**src/rtl/prog_loader.sv**
```systemverilog
// ---------------------------------------------------------------------------
// prog_loader
//   Streams a program from a host into instruction memory, verifies a 16-bit
//   additive checksum sent after the last word, then enables the CPU.
//
// Ports
//   clk         in   1   system clock, rising edge
//   reset       in   1   synchronous active-high reset
//   start       in   1   load request (honoured in IDLE, RUN, ERROR)
//   word_count  in   8   program length in words, 0 encodes 256
//   in_data     in  16   host program / checksum word
//   in_valid    in   1   host word valid
//   in_ready    out  1   loader accepts a word this cycle
//   imem_we     out  1   instruction-memory write strobe
//   imem_addr   out  8   instruction-memory write address (0 when idle)
//   imem_data   out 16   instruction-memory write data (0 when idle)
//   cpu_enable  out  1   CPU enable, high only in RUN
//   busy        out  1   high while loading or checking
//   error       out  1   high after a checksum mismatch
//
// The write port is combinational from the accepted transfer so that a word
// reaches memory in the same cycle it is handed over, at one word per clock.
// ---------------------------------------------------------------------------
module prog_loader (
  input  logic        clk,
  input  logic        reset,
  input  logic        start,
  input  logic [7:0]  word_count,
  input  logic [15:0] in_data,
  input  logic        in_valid,
  output logic        in_ready,
  output logic        imem_we,
  output logic [7:0]  imem_addr,
  output logic [15:0] imem_data,
  output logic        cpu_enable,
  output logic        busy,
  output logic        error
);

  localparam int unsigned AddrW = 8;
  localparam int unsigned CntW  = 9;
  localparam int unsigned DataW = 16;

  typedef enum logic [2:0] {
    S_IDLE,
    S_LOAD,
    S_CHECK,
    S_RUN,
    S_ERROR
  } state_e;

  state_e             state_q, state_d;
  logic [AddrW-1:0]   addr_q, addr_d;
  logic [CntW-1:0]    remaining_q, remaining_d;
  logic [DataW-1:0]   sum_q, sum_d;

  logic               xfer;
  logic [CntW-1:0]    load_len;

  // Length of the requested program; a zero count means a full 256 words.
  assign load_len = (word_count == '0) ? CntW'(256) : CntW'(word_count);

  // State and datapath registers.
  always_ff @(posedge clk) begin
    if (reset) begin
      state_q     <= S_IDLE;
      addr_q      <= '0;
      remaining_q <= '0;
      sum_q       <= '0;
    end else begin
      state_q     <= state_d;
      addr_q      <= addr_d;
      remaining_q <= remaining_d;
      sum_q       <= sum_d;
    end
  end

  // Handshake: ready only while a load or checksum word is expected, and
  // forced low during reset so a held in_valid never transfers.
  always_comb begin
    in_ready = 1'b0;
    if (!reset) begin
      in_ready = (state_q == S_LOAD) || (state_q == S_CHECK);
    end
  end

  assign xfer = in_valid && in_ready;

  // Status outputs, decoded from state and held low during reset.
  always_comb begin
    cpu_enable = 1'b0;
    busy       = 1'b0;
    error      = 1'b0;
    if (!reset) begin
      cpu_enable = (state_q == S_RUN);
      busy       = (state_q == S_LOAD) || (state_q == S_CHECK);
      error      = (state_q == S_ERROR);
    end
  end

  // Next-state, datapath update and memory write port.
  always_comb begin
    state_d     = state_q;
    addr_d      = addr_q;
    remaining_d = remaining_q;
    sum_d       = sum_q;
    imem_we     = 1'b0;
    imem_addr   = '0;
    imem_data   = '0;

    case (state_q)
      S_IDLE, S_RUN, S_ERROR: begin
        if (start) begin
          state_d     = S_LOAD;
          addr_d      = '0;
          remaining_d = load_len;
          sum_d       = '0;
        end
      end

      S_LOAD: begin
        if (xfer) begin
          imem_we     = 1'b1;
          imem_addr   = addr_q;
          imem_data   = in_data;
          // Address wraps naturally after word 255; nothing else depends on it.
          addr_d      = addr_q + AddrW'(1);
          sum_d       = sum_q + in_data;
          remaining_d = remaining_q - CntW'(1);
          if (remaining_q == CntW'(1)) begin
            state_d = S_CHECK;
          end
        end
      end

      S_CHECK: begin
        // Checksum word is compared only, never written to memory.
        if (xfer) begin
          state_d = (in_data == sum_q) ? S_RUN : S_ERROR;
        end
      end

      default: begin
        state_d = S_IDLE;
      end
    endcase
  end

endmodule

```
**config.mk**
```make
export PLATFORM = sky130hd
export DESIGN_NAME = prog_loader
export DESIGN_NICKNAME = d
export VERILOG_FILES = /design/src/rtl/prog_loader.sv
export SDC_FILE = /design/constraint.sdc
export NUM_CORES = 1
export LEC_CHECK = 0
export ABC_CLOCK_PERIOD_IN_PS = 2250
export CAP_MARGIN = 5
export CORE_MARGIN = 3
export CORE_UTILIZATION = 51
export DETAILED_ROUTE_END_ITERATION = 16
export GPL_TIMING_DRIVEN = 1
export PLACE_DENSITY = 0.81
export SLEW_MARGIN = 15
export SYNTH_ARGS = -nofsm -noshare
export SYNTH_HDL_FRONTEND = slang
export SYNTH_SLANG_ARGS = --single-unit
```
**constraint.sdc**
```tcl
create_clock -name clk -period 2.25 [get_ports clk]
set_input_delay 0.225 -clock clk [delete_from_list [all_inputs] [get_ports clk]]
set_output_delay 0.225 -clock clk [all_outputs]
set_load 0.02 [all_outputs]
```
==> flow_summary_export.csv <==
group,metric,value,unit
status,status,"finished clean",
global_routing,grt_pass1_vias,2726,
synth,ys_types,53,
setup_path,crit_chain,"clkdlybuf4s50_1 > ha_1 > buf_4 > and4_1 > nand4_1 > a21oi_1 > or3_1 > o211ai_1 > or2_1 > mux2i_1",
floorplanning,start_util,53.7,%
setup_path,cp_slowest_stage_delay,0.45,ns
synth,yosysWarningCount,0,
setup_path,arrival,2.45,ns
place,placedCellCount,483,
layout,num-nets-final,470,
synth,netlist_area,2580,sq um
clock_network,cts_inserted_buffers,5,
timing,rsz0062_at_grt,"true",
floorplanning,core_area,4820,sq um
layout,drive_gt1_share,17.7,%
global_routing,overflow,0,
power,peakVddDrop,0.534,mV
layout,stdcell_count,491,
timing,relSlewSlack,61.7,%
clock_network,holdBufCountCts,0,
synth,synth_top_area_share,27.9,%
clock_network,clockRootBuffer,"clkbuf_8",
synth,syn-num-nets,384,
drt,drt-total-wl,7730,um
synth,ys_async_sr_fraction,0,%
clock_network,clk_pin_slew_worst_paths,0.08,ns
worst_hold_path,min_path_type,"register to register",
drt,dr.pass1.iters,5,
timing,finalHoldViolCount,0,
setup_path,rr_worst_depth,9,
synth,yosysTopAreaCell,"dfxtp_1",
timing,setup_violations,0,
drt,drtIter0Drc,191,
power,power_density,791,nW/um^2
setup_path,cp.required,2.47,ns
drt,postRouteAntennaNets,0,
timing,whs,0.461,ns
drt,vias,2891,
drt,avgRoutedWirePerCell,15.7,um
timing,tightest_slew,0.574,ns
synth,seq_area_frac_synth,27.9,%
synth,ys.flop_type,"dfxtp_1",
floorplanning,die_h,77.2,um
layout,antennaDiodeCount,0,
synth,synth_edf_count,0,
clock_network,cts_tree,"yes",
synth,synthTopCellsByArea,"dfxtp_1 28%, ha_1 8.7%, and2_1 6.1%",
global_routing,antenna_found_initial,0,
synth,avgSynthCellArea,7.67,sq um
clock_network,clk_latency,0.29,ns
global_routing,grtUsageTotal,24.1,%
worst_hold_path,hold_depth,2,
setup_path,cp-end-kind,"register",
timing,min_period,2.23,ns
worst_hold_path,worstHoldStart,"sum_q[8]",
timing,final.setup.worst_slack,0.0152,ns
synth,synth-seq-cells,36,
setup_path,cp-start-kind,"primary input",
timing,fmax,0.447,GHz
worst_hold_path,hold-path-endpoint,"sum_q[8]",
setup_path,critical_path_class,"primary input to register",
setup_path,rrSetupSlack,0.03,ns
place,detailed_place_hpwl,5270,um
floorplanning,row_count,25,
place,dp_slack,-0.348,ns
setup_path,slowest_stage,"clkdlybuf4s50_1",
layout,postLayoutCoreUtil,76.9,%
synth,syn-instance-count,337,
global_routing,grt_max_degree,28,
layout,fin_area,3700,sq um
setup_path,critPathMaxFanout,5,
timing,tns,0,ns
job,maxCapViolations,0,
clock_network,cts_buffer_depth,2,
clock_network,htree_levels,2,
drt,drc_errors,0,
floorplanning,die_area,5960,sq um
setup_path,cp_top_family,"simple AND/OR/NAND/NOR gates",
place,gp_congestion,0.831,
floorplanning,die_w,77.2,um
setup_path,worst_r2r_endpoint,"sum_q[15]",
drt,routed_via_density,5.89,
place,placed_cell_area,3470,sq um
clock_network,clkSinkCount,36,
floorplanning,io_pins,57,
place,port_buffers,56,
setup_path,rr_startpoint,"sum_q[4]",
timing,slew_viol_final,0,
power,power,2.93,mW
timing,fin_crit_sh,99.3,%
setup_path,path_buf_inv,2,
timing,finClkSkew,0.00673,ns
power,p_leak,1.71,nW
global_routing,grt_pass1_wl,12000,um
layout,synthToLayoutAreaGrowth,43.3,%
-- kinds of logic (layout without fill, tap and decap cells) --
logic type / count (synthesis) / after routing / synth area share (%)
AO/OA/AOI/OAI: 92 / 92 / 22.6
XOR/XNOR: 16 / 16 / 5.42
adder cells (fa/ha/maj): 19 / 19 / 9.49
buffers and inverters: 27 / 114 / 4.26
flip-flops: 36 / 36 / 27.9
multiplexers: 3 / 3 / 1.36
AND/OR/NAND/NOR: 144 / 144 / 29.0
-- final cells by class --
| type | count | area (sq um) |
|---|---|---|
| Multi-Input combinational cell | 274 | 1880 |
| Inverter | 9 | 33.8 |
| Clock buffer | 5 | 68.8 |
| Sequential cell | 36 | 724 |
| Fill cell | 363 | 1110 |
| Tap cell | 67 | 83.8 |
| Timing Repair Buffer | 97 | 867 |
| Clock inverter | 3 | 42.5 |
-- tightest hold or removal path, stage by stage, from the launching register on --
cell,delay [ns]
dfxtp_1,0.33
nand2_1,0.04
o21ai_0,0.05
-- worst max-delay path by stage --
stage / startpoint / end / cells past startpoint
final: in_data[9] / sum_q[15] / 10
after global routing: sum_q[4] / sum_q[15] / 9
after CTS: in_data[0] / sum_q[14] / 11
after detailed placement: in_data[0] / sum_q[14] / 11
after global placement: in_data[0] / sum_q[14] / 11
after floorplan: sum_q[7] / sum_q[14] / 8
-- report_power, final --
| group | internal [mW] | switching, mW |
|---|---|---|
| Sequential | 0.742 | 0.0957 |
| Clock | 0.328 | 0.257 |
| Combinational | 0.652 | 0.856 |
-- placed cells by master (no fill, tap or decap), types with 5 or more instances in the layout --
| cell | Yosys | layout |
|---|---|---|
| buf_4 | 1 | 40 |
| and2_1 | 25 | 24 |
| clkbuf_8 | 0 | 5 |
| xor2_1 | 10 | 10 |
| o21ai_0 | 27 | 24 |
| clkdlybuf4s50_1 | 0 | 24 |
| inv_1 | 9 | 9 |
| nor4_1 | 7 | 6 |
| nand4_1 | 6 | 6 |
| ha_1 | 18 | 12 |
| nand2_1 | 27 | 27 |
| nor2_1 | 35 | 35 |
| or3_1 | 7 | 7 |
| dlygate4sd2_1 | 0 | 25 |
| xnor2_1 | 6 | 6 |
| a21oi_1 | 23 | 22 |
| nor3_1 | 10 | 10 |
| ha_4 | 0 | 6 |
| a21o_1 | 9 | 9 |
| dfxtp_1 | 36 | 33 |
| nand3_1 | 9 | 9 |
| dlymetal6s2s_1 | 0 | 7 |
| a22oi_1 | 8 | 8 |
-- routing by layer --
| layer | track usage (%) | wire (um) |
|---|---|---|
| met1 | 29.2 | 3220 |
| met2 | 43.0 | 3870 |
| met3 | 4.11 | 424 |
| met4 | 7.83 | 210 |
| met5 | 0 | 0 |
-- cell usage after synthesis, types with 2 or more instances --
library cell,count
ha_1,18
a31oi_1,3
nand3_1,9
nand2b_4,2
nor2b_1,2
nor2_1,35
nor3_1,10
dfxtp_1,36
a21o_1,9
o21ai_0,27
nand2_1,27
o21a_1,3
mux2i_1,2
inv_1,9
or3_1,7
a221oi_1,2
a311oi_1,2
o31ai_1,2
o211ai_1,2
nand4_1,6
xor2_1,10
a22oi_1,8
nor4_1,7
and3_1,3
or2_2,2
a21oi_1,23
clkbuf_1,13
xnor2_1,6
and2_1,25
buf_2,4
-- sequential cells by signal, summed over array words and instances (netlist names) --
name         flops
sum_q           16
remaining_q      9
addr_q           8
state_q          3
-- timing repair --
item,4_1_cts,5_1_grt
endpoints found under the setup margin,27,14
pin swaps,0,17
gates resized for setup,26,28
buffers inserted,0,0
Note: power is estimated with default switching activity, not from simulation.
